==> src/rtl/pipe_stage_skid.sv <==
// rtl/pipe_stage_skid.sv - valid/ready pipeline stage with optional skid entry, flush and stall counter

module pipe_stage_skid_sat_cnt #(
    parameter int CNT_W = 16
) (
    input  logic             clk,
    input  logic             reset_stages,
    input  logic             inc,
    input  logic             clr,
    output logic [CNT_W-1:0] cnt
);

    // Clear beats a same-cycle increment; the count sticks at all-ones.
    always_ff @(posedge clk) begin
        if (reset_stages) begin
            cnt <= '0;
        end else if (clr) begin
            cnt <= '0;
        end else if (inc && !(&cnt)) begin
            cnt <= cnt + CNT_W'(1);
        end
    end

endmodule

module pipe_stage_skid #(
    parameter int               WIDTH     = 32,
    parameter logic [WIDTH-1:0] RESET_VAL = '0,
    parameter int               SKID_EN   = 1,
    parameter int               CNT_W     = 16
) (
    input  logic             clk,
    input  logic             reset_stages,
    input  logic             Stall,
    input  logic             flush,
    input  logic             in_valid,
    output logic             in_ready,
    input  logic [WIDTH-1:0] in_data,
    output logic             out_valid,
    input  logic             out_ready,
    output logic [WIDTH-1:0] out_data,
    output logic [1:0]       occ,
    input  logic             cnt_clr,
    output logic [CNT_W-1:0] stall_cnt
);

    logic [WIDTH-1:0] main_d;
    logic             main_v;
    logic [WIDTH-1:0] skid_d;
    logic             skid_v;
    logic             accept;
    logic             pop;

    // With the skid entry, in_ready depends only on registered state so the
    // upstream never sees a path from out_ready.
    always_comb begin
        if (SKID_EN != 0) begin
            in_ready = ~Stall & ~skid_v;
        end else begin
            in_ready = ~Stall & (~main_v | out_ready);
        end
    end

    assign accept    = in_valid & in_ready;
    assign pop       = main_v & out_ready & ~Stall;
    assign out_valid = main_v & ~Stall;
    assign out_data  = main_d;
    assign occ       = {1'b0, main_v} + {1'b0, skid_v};

    always_ff @(posedge clk) begin
        if (reset_stages) begin
            main_d <= RESET_VAL;
            skid_d <= RESET_VAL;
            main_v <= 1'b0;
            skid_v <= 1'b0;
        end else if (flush) begin
            // Data registers keep their contents; only the valids drop.
            main_v <= 1'b0;
            skid_v <= 1'b0;
        end else if (!Stall) begin
            if (SKID_EN != 0) begin
                if (skid_v) begin
                    // Full: in_ready is low, so only the older skid word can move up.
                    if (pop) begin
                        main_d <= skid_d;
                        skid_v <= 1'b0;
                    end
                end else if (main_v) begin
                    if (accept && pop) begin
                        main_d <= in_data;
                    end else if (accept) begin
                        skid_d <= in_data;
                        skid_v <= 1'b1;
                    end else if (pop) begin
                        main_v <= 1'b0;
                    end
                end else if (accept) begin
                    main_d <= in_data;
                    main_v <= 1'b1;
                end
            end else begin
                if (accept) begin
                    main_d <= in_data;
                    main_v <= 1'b1;
                end else if (pop) begin
                    main_v <= 1'b0;
                end
            end
        end
    end

    pipe_stage_skid_sat_cnt #(
        .CNT_W(CNT_W)
    ) u_stall_cnt (
        .clk         (clk),
        .reset_stages(reset_stages),
        .inc         (Stall & main_v),
        .clr         (cnt_clr),
        .cnt         (stall_cnt)
    );

endmodule

==> config.mk <==
export PLATFORM = sky130hd
export DESIGN_NAME = pipe_stage_skid
export DESIGN_NICKNAME = d
export VERILOG_FILES = /design/src/rtl/pipe_stage_skid.sv
export SDC_FILE = /design/constraint.sdc
export NUM_CORES = 1
export LEC_CHECK = 0
export CAP_MARGIN = 25
export CORE_MARGIN = 5
export CORE_UTILIZATION = 53
export DETAILED_ROUTE_END_ITERATION = 7
export PLACE_DENSITY = 0.85
export SYNTH_ARGS = -nofsm -noshare
export SYNTH_HDL_FRONTEND = slang
export SYNTH_HIERARCHICAL = 1
export SYNTH_SLANG_ARGS = --single-unit
==> constraint.sdc <==
create_clock -name clk -period 4.89 [get_ports clk]
set_input_delay 0.978 -clock clk [delete_from_list [all_inputs] [get_ports clk]]
set_output_delay 0.978 -clock clk [all_outputs]
set_load 0.01 [all_outputs]
Yosys cells after proc, flatten, opt, wreduce, memory -nomap -nowiden. Cells that the tools add are included.

Add/sub/neg operators: 2. Equality and inequality tests: 2. Mux-type cells: 13. Bitwise logic cells: 10. Reductions and logical operators: 10.

Operator list (count): $mux 32 (5); $add 16x1->16 const B (1); $reduce_and 16->1 (1); $mux 1 (8); $and 1x1->1 (6); $reduce_and 6->1 (1); $reduce_and 5->1 (1); $not 1->1 (4); $reduce_or 2->1 (2); $ne 3x1->1 const B (1); $reduce_bool 3->1 (1); $add 1x1->2 (1); $logic_and 1x1->1 (2); $ne 2x1->1 const B (1); $reduce_and 2->1 (1); $logic_not 1->1 (1).

Flip-flop bits (word level): 82. Output and inout bits: 52. Word-level logic and storage cells: 42.

Depth between registers and ports, before layout. Gate-level depths: netlist of the first run.

Depth after elaboration: 7. Mapped depth: 9. Gate-level depth less buffers: 5.

Hierarchy. The synthesis of the first run kept the hierarchy.

Modules (own cells, without submodules): pipe_stage_skid (times used 1, cells each 307, area each 2748.9 um2, seq. area each 1321.3 um2); pipe_stage_skid_sat_cnt (times used 1, cells each 110, area each 924.6 um2, seq. area each 320.3 um2).

Worst setup path after synthesis of the first run. No wires, ideal clock.

Path type: register to output. Start point: register skid_v. End point: output port occ[0]. Data arrival time: 1426 ps. Data required time: 3912 ps. Setup slack: 2486 ps. Stages on the path, launching flop included: 5. Cell sequence: dfxtp_1 -> buf_2 -> buf_1 -> inv_1 -> ha_1.

Word-level cells in the longest chain between the ends: 1.

RTL lines: start, declared (line 50) `logic skid_v;`; start signal, assigned (line 75) `skid_v <= 1'b0;`; start signal, assigned (line 79) `skid_v <= 1'b0;`; start signal, assigned (line 86) `skid_v <= 1'b0;`; $add 1x1->2 (line 68) `assign occ = {1'b0, main_v} + {1'b0, skid_v};`; end, declared (line 42) `output logic [1:0] occ,`.

Every way passes these cells.

Worst setup path after layout of the first run.
Start point: input port Stall. End point: register main_d[29] (netlist: out_data[29]).

Word-level cells in the longest chain between the ends: 6.

RTL lines: start, declared (line 34) `input logic Stall,`; $not 1->1 (no line) (*); $and 1x1->1 (line 58) `in_ready = ~Stall & ~skid_v;`; $and 1x1->1 (line 64) `assign accept = in_valid & in_ready;`; $logic_and 1x1->1 (line 89) `if (accept && pop) begin`; $ne 3x1->1 (no line); $reduce_and 5->1 (no line) (*); end signal, assigned (line 85) `main_d <= skid_d;`; end signal, assigned (line 90) `main_d <= in_data;`; end signal, assigned (line 98) `main_d <= in_data;`; end, declared (line 47) `logic [WIDTH-1:0] main_d;`.

Every way passes the cells marked *; elsewhere a longest branch is shown, timed or not. A chain may end at the register's enable or synchronous reset.

==> flow_summary.toml, run 1 <==
[outcome]
result_of_the_run = "complete, no violations"

[critical_path]
reg2reg_to = "out_data[29]"
critPathArrivalTime_ns = 3.61
ff2ff_path_depth = 6
critPathBufInv = 3
rrSetupSlack_ns = 2.20
crit_family = "buffers and inverters"
worstPathMaxFanout = 33
setup.worst_path.start_class = "primary input"
worstPathCellList = "clkdlybuf4s50_1, or3b_4, a221oi_4, buf_4, and2_0, buf_4, a211oi_1"
critical_path.most_common_cell = "sky130_fd_sc_hd__buf_4"
slowest_delay_ns = 0.57
timing.setup.critical_path_class = "primary input to flip-flop"
timing.rr.start = "skid_v"
timing.critical_path.slowest_stage_cell = "sky130_fd_sc_hd__and2_0"
endpoint_kind = "flip-flop"
required_ns = 5.10

[clock_tree]
ctsRootBufferMaster = "sky130_fd_sc_hd__clkbuf_8"
total_of_hold_buffers_inserted_after_clock_tree_synthesis = 0
cts-resized-gates = 0
clk_latency_ns = 0.35
cts_tree = "yes"
tritoncts.num_buffers = 9
path_clk_slew_ns = 0.09
htreeDepth = 3
maximum_buffer_depth_of_the_clock_tree = 2
cts_sink_count = 82
cts_setup_buffers = 0

[power_and_ir_drop]
p_int_uw = 1050
p_per_area_mw_per_mm2 = 288
power.clock.fraction_pct = 40.7
power.leakage_uw = 0.00152
pwr-share-comb_pct = 9.4
power.ir.vdd_worst_mv = 0.212
net_switching_fraction_of_the_power_pct = 24.3
net-switching-power_uw = 336
power.sequential.fraction_pct = 49.9
total_power_uw = 1380

[cells_and_area]
multiInputGateArea_sq_mm = 0.00184
fillerInstances = 524
net_total_in_the_final_layout = 533
seq_area_sq_mm = 0.00164
layout_commonest_cell = "sky130_fd_sc_hd__clkdlybuf4s50_1"
final_cell_mix = "sky130_fd_sc_hd__clkdlybuf4s50_1 (89), sky130_fd_sc_hd__dfxtp_1 (81), sky130_fd_sc_hd__a21oi_1 (74)"
layout-drive-gt1-share_pct = 6.87
antenna_cells_inserted = 0
syn2layout_area_growth_pct = 30.9

[route]
first_pass_iters = 4
antenna_left = 0
wl_per_instance_microns = 16.3
routed_wirelength_microns = 9360
drcViolationCount = 0
vias_per_cell = 5.95
vias = 3423
initialDrtViolationCount = 163

[min_path]
timing.hold.worst.start = "skid_d[11]"
timing.hold.worst_endpoint = "skid_d[11]"
min_delay_path_depth = 2
worstHoldPathType = "flip-flop to flip-flop"

[die]
initial_utilization_pct = 54.4
floorplan.rows = 30
full_die_area_sq_mm = 0.00870
die_height_microns = 93.3
die_width_microns = 93.3
placeableCoreArea_sq_mm = 0.00676
io-pin-count = 91

[timing]
timing.fmax_ghz = 0.294
skew_ns = 0.00763
timing.setup.tns_ns = 0
max_slew_margin_pct = 59.2
final_hold_viol_count = 0
finalMaxSlewViolations = 0
fin_crit_sh_pct = 69.5
period_minus_slack_ns = 3.40
rsz0062_at_grt = "no"
worst_pin_slew_ns = 0.612
report.final.setup_viol = 0

[yosys]
syn_inst = 417
synth-edff-count = 0
synthArstFlopShare_pct = 0
synthDistinctLibCells = 41
avgSynthCellArea_sq_um = 8.81
postSynthRegisterBits = 82
syn_nets = 460
ys_seq_area_share_pct = 44.7
synth_top_cell_by_area = "sky130_fd_sc_hd__dfxtp_1"
synth-main-ff-cell = "sky130_fd_sc_hd__dfxtp_1"
synth_top_area_share_pct = 44.7
synthTopCellsByArea = "sky130_fd_sc_hd__dfxtp_1 (45%), sky130_fd_sc_hd__a21oi_1 (10%), sky130_fd_sc_hd__mux2i_1 (9.3%)"
synthesis.area_sq_mm = 0.00367
synthesis.yosys.warnings = 6

[grt]
grt_start_max_net_pins = 49
globalRouteOverflowTotal = 0
global_route_wire_length_before_repair_microns = 15200
first_global_vias = 3217
grt_antenna_before_repair = 0
globalRouteTotalUtil_pct = 21.5

[placed_design]
portBuffers = 90
dp.final_hpwl_microns = 6580
gp_congestion = 0.842

[run]
drv.max_cap_violation_count = 0
==> power groups by stage <==
stage | registers [uW] | logic [uW] | clock network, uW
2_1_floorplan | 709 | 50.5 | 0
3_3_place_gp | 706 | 125 | 0
3_5_place_dp | 706 | 131 | 0
4_1_cts | 690 | 131 | 566
5_1_grt | 692 | 142 | 599
6_report | 691 | 131 | 563
==> synth_stat cells, types with 2 or more instances <==
| master | n |
|---|---|
| sky130_fd_sc_hd__or3_1 | 2 |
| sky130_fd_sc_hd__ha_1 | 4 |
| sky130_fd_sc_hd__or2_2 | 2 |
| sky130_fd_sc_hd__and2_1 | 3 |
| sky130_fd_sc_hd__a31oi_1 | 4 |
| sky130_fd_sc_hd__buf_6 | 3 |
| sky130_fd_sc_hd__buf_2 | 11 |
| sky130_fd_sc_hd__o221ai_1 | 2 |
| sky130_fd_sc_hd__and3_1 | 4 |
| sky130_fd_sc_hd__o31ai_1 | 5 |
| sky130_fd_sc_hd__nand2_1 | 73 |
| sky130_fd_sc_hd__buf_4 | 6 |
| sky130_fd_sc_hd__dfxtp_1 | 82 |
| sky130_fd_sc_hd__nor3_1 | 2 |
| sky130_fd_sc_hd__or4_1 | 6 |
| sky130_fd_sc_hd__inv_1 | 4 |
| sky130_fd_sc_hd__and4_1 | 4 |
| sky130_fd_sc_hd__nand3_1 | 9 |
| sky130_fd_sc_hd__o21ai_0 | 4 |
| sky130_fd_sc_hd__nand2b_1 | 2 |
| sky130_fd_sc_hd__a21oi_1 | 74 |
| sky130_fd_sc_hd__nor2_1 | 7 |
| sky130_fd_sc_hd__a211oi_1 | 33 |
| sky130_fd_sc_hd__mux2i_1 | 34 |
| sky130_fd_sc_hd__a41oi_1 | 2 |
| sky130_fd_sc_hd__nand4_1 | 7 |
| sky130_fd_sc_hd__clkbuf_1 | 14 |
==> state kept, by name, indices dropped and copies added, names as in the netlist <==
register         cells
u_stall_cnt/cnt     16
out_data            32
main_v               1
skid_d              32
skid_v               1
==> worst reg2reg max path: cells and delay by family, from the launching register on <==
kind | cells | cell delay (ns)
buf+inv | 2 | 0.72
flops | 1 | 0.38
simple gates | 2 | 1.05
compound gates | 2 | 0.41
==> layout make-up <==
class                   instances  area share [%]
multi-input cells             296            38.3
flip-flops and latches         82            34.2
repair buffers                 97            20.4
clock buffers                   9            2.58
clock inverters                 7            2.21
well taps                      80            2.08
inverters                       4           0.312
==> through the flow <==
stage               utilization, %  setup slack [ns]  cells  area, sq um  hold slack (ns)
floorplan                        -              2.49    417         3670            0.436
global placement              67.1              1.16    557         4530            0.441
detailed placement            67.8              1.16    559         4580            0.446
CTS                           71.2              1.53    575         4810            0.461
global route                  71.2              1.31    575         4810            0.480
finish                        71.2              1.49    575         4810            0.459
==> worst max-delay path by stage <==
stage / end / depth (start not counted) / startpoint
after floorplan: occ[0] / 4 / skid_v
after global placement: out_data[27] / 7 / Stall
after detailed placement: out_data[29] / 7 / Stall
after CTS: out_data[29] / 7 / Stall
after global routing: out_data[29] / 7 / Stall
final: out_data[29] / 7 / Stall
==> layer usage <==
| layer | part of all wire, % | routed length (microns) | up-vias | global-route usage [%] |
|---|---|---|---|---|
| li1 | - | - | 1671 | - |
| met4 | 0.78 | 73 | 0 | 5.62 |
| met3 | 5.6 | 521 | 7 | 4.75 |
| met1 | 44 | 4090 | 1648 | 28.0 |
| met5 | 0 | 0 | - | 0 |
| met2 | 50 | 4670 | 97 | 36.2 |
==> kinds of logic after synthesis <==
kind of cell / share of synthesized area, %
DFF: 44.7
AOI/OAI and AO/OA: 21.8
and+or+nand+nor: 17.3
adders and majority gates: 1.36
muxes: 9.26
buffers and inverters: 5.59
Power figures use the tool's default switching activity.
==> run 2, diff against run 1 <==
--- a/config.mk
+++ b/config.mk
@@ -7,9 +7,9 @@
 export LEC_CHECK = 0
 export CAP_MARGIN = 25
 export CORE_MARGIN = 5
-export CORE_UTILIZATION = 53
+export CORE_UTILIZATION = 44
 export DETAILED_ROUTE_END_ITERATION = 7
-export PLACE_DENSITY = 0.85
+export PLACE_DENSITY = 0.75
 export SYNTH_ARGS = -nofsm -noshare
 export SYNTH_HDL_FRONTEND = slang
 export SYNTH_HIERARCHICAL = 1
==> constraint.sdc (replaced) <==
create_clock -name clk -period 3.05 [get_ports clk]
set_input_delay 0.61 -clock clk [delete_from_list [all_inputs] [get_ports clk]]
set_output_delay 0.61 -clock clk [all_outputs]
set_load 0.01 [all_outputs]
==> flow_summary.toml, run 2 (synthesis gave the netlist of run 1 again) <==
[outcome]
result_of_the_run = "complete, no violations"

[clock_tree]
ctsRootBufferMaster = "sky130_fd_sc_hd__clkbuf_8"
path_clk_slew_ns = 0.08
htreeDepth = 3
tritoncts.num_buffers = 9
cts_setup_buffers = 0
cts-resized-gates = 0
maximum_buffer_depth_of_the_clock_tree = 2
total_of_hold_buffers_inserted_after_clock_tree_synthesis = 0
clk_latency_ns = 0.34
cts_tree = "yes"
cts_sink_count = 82

[cells_and_area]
layout_commonest_cell = "sky130_fd_sc_hd__clkdlybuf4s50_1"
net_total_in_the_final_layout = 533
layout-drive-gt1-share_pct = 6.87
layoutNonFillerInstCount = 600
antenna_cells_inserted = 0
syn2layout_area_growth_pct = 30.5
final_cell_mix = "sky130_fd_sc_hd__clkdlybuf4s50_1 (89), sky130_fd_sc_hd__dfxtp_1 (81), sky130_fd_sc_hd__a21oi_1 (74)"
fin_area_sq_mm = 0.00479

[grt]
grt_antenna_before_repair = 0
globalRouteOverflowTotal = 0
globalRouteTotalUtil_pct = 18.8
first_global_vias = 3175
global_route_wire_length_before_repair_microns = 15600
grt_start_max_net_pins = 38

[critical_path]
slowest_delay_ns = 0.57
rrSetupSlack_ns = 1.10
crit_end = "out_valid"
worstPathMaxFanout = 5
cp-startpoint = "Stall"
critical_path.most_common_cell = "sky130_fd_sc_hd__clkdlybuf4s50_1"
timing.setup.critical_path_class = "primary input to primary output"
critPathArrivalTime_ns = 1.84
cp_num_cells = 3
ff2ff_path_depth = 5
setup.worst_path.start_class = "primary input"
required_ns = 2.44
timing.critical_path.slowest_stage_cell = "sky130_fd_sc_hd__clkdlybuf4s50_1"
timing.rr.start = "main_v"
reg2reg_to = "u_stall_cnt/cnt[15]"
endpoint_kind = "primary output"
crit_family = "buffers and inverters"
critPathBufInv = 2
worstPathCellList = "clkdlybuf4s50_1, nor2_1, clkdlybuf4s50_1"

[timing]
skew_ns = 0.00831
max_slew_margin_pct = 54.4
timing.setup.tns_ns = 0
finalMaxSlewViolations = 0
fin_crit_sh_pct = 80.3
timing.fmax_ghz = 0.408
rsz0062_at_grt = "no"
worst_pin_slew_ns = 0.684
report.final.setup_viol = 0
period_minus_slack_ns = 2.45
final_hold_viol_count = 0

[power_and_ir_drop]
power.leakage_uw = 0.00149
power.ir.vdd_worst_mv = 0.297
total_power_uw = 2170
p_per_area_mw_per_mm2 = 453

[route]
wl_per_instance_microns = 16.3
drcViolationCount = 0
vias_per_cell = 5.65
antenna_left = 0
first_pass_iters = 4
initialDrtViolationCount = 149
vias = 3388
routed_wirelength_microns = 9750

[die]
placeableCoreArea_sq_mm = 0.00818
die_width_microns = 101
io-pin-count = 91
die_height_microns = 101
floorplan.rows = 33
initial_utilization_pct = 44.9
full_die_area_sq_mm = 0.0103

[placed_design]
place_inst = 584
gp_congestion = 0.806
portBuffers = 90
dp.final_hpwl_microns = 6290
placedInstanceArea_sq_mm = 0.00458

[run]
drv.max_cap_violation_count = 0

[min_path]
worstHoldPathType = "flip-flop to flip-flop"
[run 2: cell count changes in the layout (fill, tap and decap cells not counted)]
cell / delta
sky130_fd_sc_hd__and2_0: -1
sky130_fd_sc_hd__clkinvlp_4: +2
sky130_fd_sc_hd__buf_12: -1
sky130_fd_sc_hd__buf_4: +2
sky130_fd_sc_hd__buf_16: -1
sky130_fd_sc_hd__clkinv_2: +2
sky130_fd_sc_hd__inv_6: -3
sky130_fd_sc_hd__and2_1: +1
sky130_fd_sc_hd__inv_8: -1
[run 2: through the flow]
step	util [%]	setup WS (ns)	hold WS (ns)
after floorplan	-	0.772	0.436
after global placement	56.0	0.445	0.441
after detailed placement	56.0	0.374	0.447
after CTS	58.6	0.602	0.459
after global routing	58.6	0.552	0.482
final	58.6	0.600	0.457
[run 2: worst min-delay path by stage]
stage | start | end | slack [ns] | cells after the start
2_1_floorplan | skid_d[0] | skid_d[0] | 0.44 | 2
3_3_place_gp | skid_d[0] | skid_d[0] | 0.44 | 2
3_5_place_dp | skid_d[11] | skid_d[11] | 0.45 | 2
4_1_cts | skid_d[27] | skid_d[27] | 0.46 | 2
5_1_grt | skid_d[31] | skid_d[31] | 0.48 | 2
6_report | skid_d[27] | skid_d[27] | 0.46 | 2
[run 2: power breakdown]
group	switching (uW)	internal [uW]
registers	15.1	1090
clock network	400	460
logic	97.8	110
[run 2: cell type report]
class / instances / area [sq um]
clock buffer: 9 / 124
timing repair buffer: 97 / 948
clock inverter: 7 / 93.8
fill: 725 / 3380
sequential: 82 / 1640
multi-input combinational: 296 / 1840
inverter: 4 / 15.0
tap: 105 / 131
[run 2: metal layers]
layer  track usage [%]  routed length, microns  vias to the layer above
li1                  -                       -                     1661
met1              25.0                    4460                     1604
met2              29.8                    4520                      114
met3              6.13                     686                        9
met4              4.50                      85                        0
met5                 0                       0                        -
[run 2: worst min-delay path: cells and delay by family (launching register included)]
kind            cells  cell delay (ns)
flops               1             0.31
compound gates      1             0.05
simple gates        1             0.05
==> run 3, diff against run 2 <==
--- a/config.mk
+++ b/config.mk
@@ -7,9 +7,9 @@
 export LEC_CHECK = 0
 export CAP_MARGIN = 25
 export CORE_MARGIN = 5
-export CORE_UTILIZATION = 44
+export CORE_UTILIZATION = 49
 export DETAILED_ROUTE_END_ITERATION = 7
-export PLACE_DENSITY = 0.75
+export PLACE_DENSITY = 0.8
 export SYNTH_ARGS = -nofsm -noshare
 export SYNTH_HDL_FRONTEND = slang
 export SYNTH_HIERARCHICAL = 1
==> constraint.sdc (replaced) <==
create_clock -name clk -period 2.5 [get_ports clk]
set_input_delay 0.5 -clock clk [delete_from_list [all_inputs] [get_ports clk]]
set_output_delay 0.5 -clock clk [all_outputs]
set_load 0.01 [all_outputs]
==> flow_summary.toml, run 3 (synthesis gave the netlist of run 1 again) <==
[die]
die_width_microns = 96.6
initial_utilization_pct = 50.4
die_height_microns = 96.6
floorplan.rows = 31
placeableCoreArea_sq_mm = 0.00729
full_die_area_sq_mm = 0.00933
io-pin-count = 91

[power_and_ir_drop]
total_power_uw = 2470
power.leakage_uw = 0.00152
p_per_area_mw_per_mm2 = 511
power.ir.vdd_worst_mv = 0.239

[cells_and_area]
layout-drive-gt1-share_pct = 7.97
net_total_in_the_final_layout = 540
fillerInstances = 603
antenna_cells_inserted = 0
syn2layout_area_growth_pct = 31.7
layoutNonFillerInstCount = 601
layout_commonest_cell = "sky130_fd_sc_hd__clkdlybuf4s50_1"
final_cell_mix = "sky130_fd_sc_hd__clkdlybuf4s50_1 (89), sky130_fd_sc_hd__dfxtp_1 (81), sky130_fd_sc_hd__a21oi_1 (74)"

[grt]
grt_antenna_before_repair = 1
globalRouteOverflowTotal = 0
global_route_wire_length_before_repair_microns = 15000
first_global_vias = 3232
grt_start_max_net_pins = 53
globalRouteTotalUtil_pct = 20.4

[clock_tree]
total_of_hold_buffers_inserted_after_clock_tree_synthesis = 0
cts_sink_count = 82
cts-resized-gates = 0
cts_setup_buffers = 0
ctsRootBufferMaster = "sky130_fd_sc_hd__clkbuf_8"
path_clk_slew_ns = 0.09
maximum_buffer_depth_of_the_clock_tree = 2
tritoncts.num_buffers = 9
htreeDepth = 3
clk_latency_ns = 0.35
cts_tree = "yes"

[timing]
worst_pin_slew_ns = 0.584
final_hold_viol_count = 0
finalMaxSlewViolations = 0
fin_crit_sh_pct = 91.0
rsz0062_at_grt = "no"
max_slew_margin_pct = 61.1
period_minus_slack_ns = 2.27
skew_ns = 0.0108
timing.fmax_ghz = 0.440
report.final.setup_viol = 0
finalWorstSetupSlack_ns = 0.225

[critical_path]
worstPathMaxFanout = 5
critPathArrivalTime_ns = 1.77
required_ns = 2.00
setup.worst_path.start_class = "primary input"
endpoint_kind = "primary output"
timing.setup.critical_path_class = "primary input to primary output"

[route]
antenna_left = 0
vias = 3449
drcViolationCount = 0
routed_wirelength_microns = 9420
first_pass_iters = 4
initialDrtViolationCount = 117
vias_per_cell = 5.74
wl_per_instance_microns = 15.7

[placed_design]
place_worst_setup_slack_ns = -0.00693
dp.final_hpwl_microns = 6430
place_inst = 585
portBuffers = 90
gp_congestion = 0.824

[run]
drv.max_cap_violation_count = 0

[min_path]
worstHoldPathType = "flip-flop to flip-flop"

[outcome]
result_of_the_run = "complete, no violations"
run 3: cell count changes in the layout (fill, tap and decap cells not counted), sizes merged:
cell	change
bufinv	-2
buf	+7
clkbuf	+1
clkinv	-1
inv	+2
run 3: per-layer routing:
layer	track usage [%]	routed length (microns)	share of wire, %	vias to the layer above
met5	0	7	0.074	-
met1	25.7	4170	44	1651
met4	7.36	104	1.1	2
li1	-	-	-	1674
met3	4.73	589	6.3	11
met2	34.0	4550	48	111
run 3: worst paths after layout:
check        startpoint          end  slack, ns  cells after the start
max               Stall    out_valid       0.23                      3
min          skid_d[13]   skid_d[13]       0.46                      2
max reg2reg      skid_v  out_data[2]       0.64                      5
min reg2reg  skid_d[13]   skid_d[13]       0.46                      2
run 3: stage by stage:
step           TNS, ns  cell area, sq um  utilization [%]  hold WS [ns]
6_report             0              4840             66.3         0.458
5_1_grt              0              4840             66.3         0.475
4_1_cts              0              4840             66.3         0.460
3_5_place_dp   -0.0119              4660             63.9         0.448
3_3_place_gp         0              4660             63.9         0.441
2_1_floorplan        0              3670                -         0.436
run 3: worst max-delay path, cell delays in order:
cell and delay [ns]:
sky130_fd_sc_hd__clkdlybuf4s50_1 0.47, sky130_fd_sc_hd__nor2_1 0.22, sky130_fd_sc_hd__clkdlybuf4s50_1 0.58
run 3: where the power goes:
group	switching [uW]	internal, uW	leakage, uW	total [uW]
clock network	493	371	0.0000835	864
registers	17.5	1330	0.000664	1350
logic	120	140	0.000771	259
total	630	1840	0.00152	2470
run 3: layout make-up:
| cell class | instances | area, sq um | share of cell area [%] |
|---|---|---|---|
| multi-input cells | 296 | 1840 | 38.0 |
| flip-flops and latches | 82 | 1640 | 34.0 |
| repair buffers | 104 | 1040 | 21.5 |
| clock buffers | 10 | 128 | 2.64 |
| well taps | 99 | 124 | 2.56 |
| clock inverters | 6 | 50.0 | 1.03 |
| inverters | 4 | 15.0 | 0.310 |
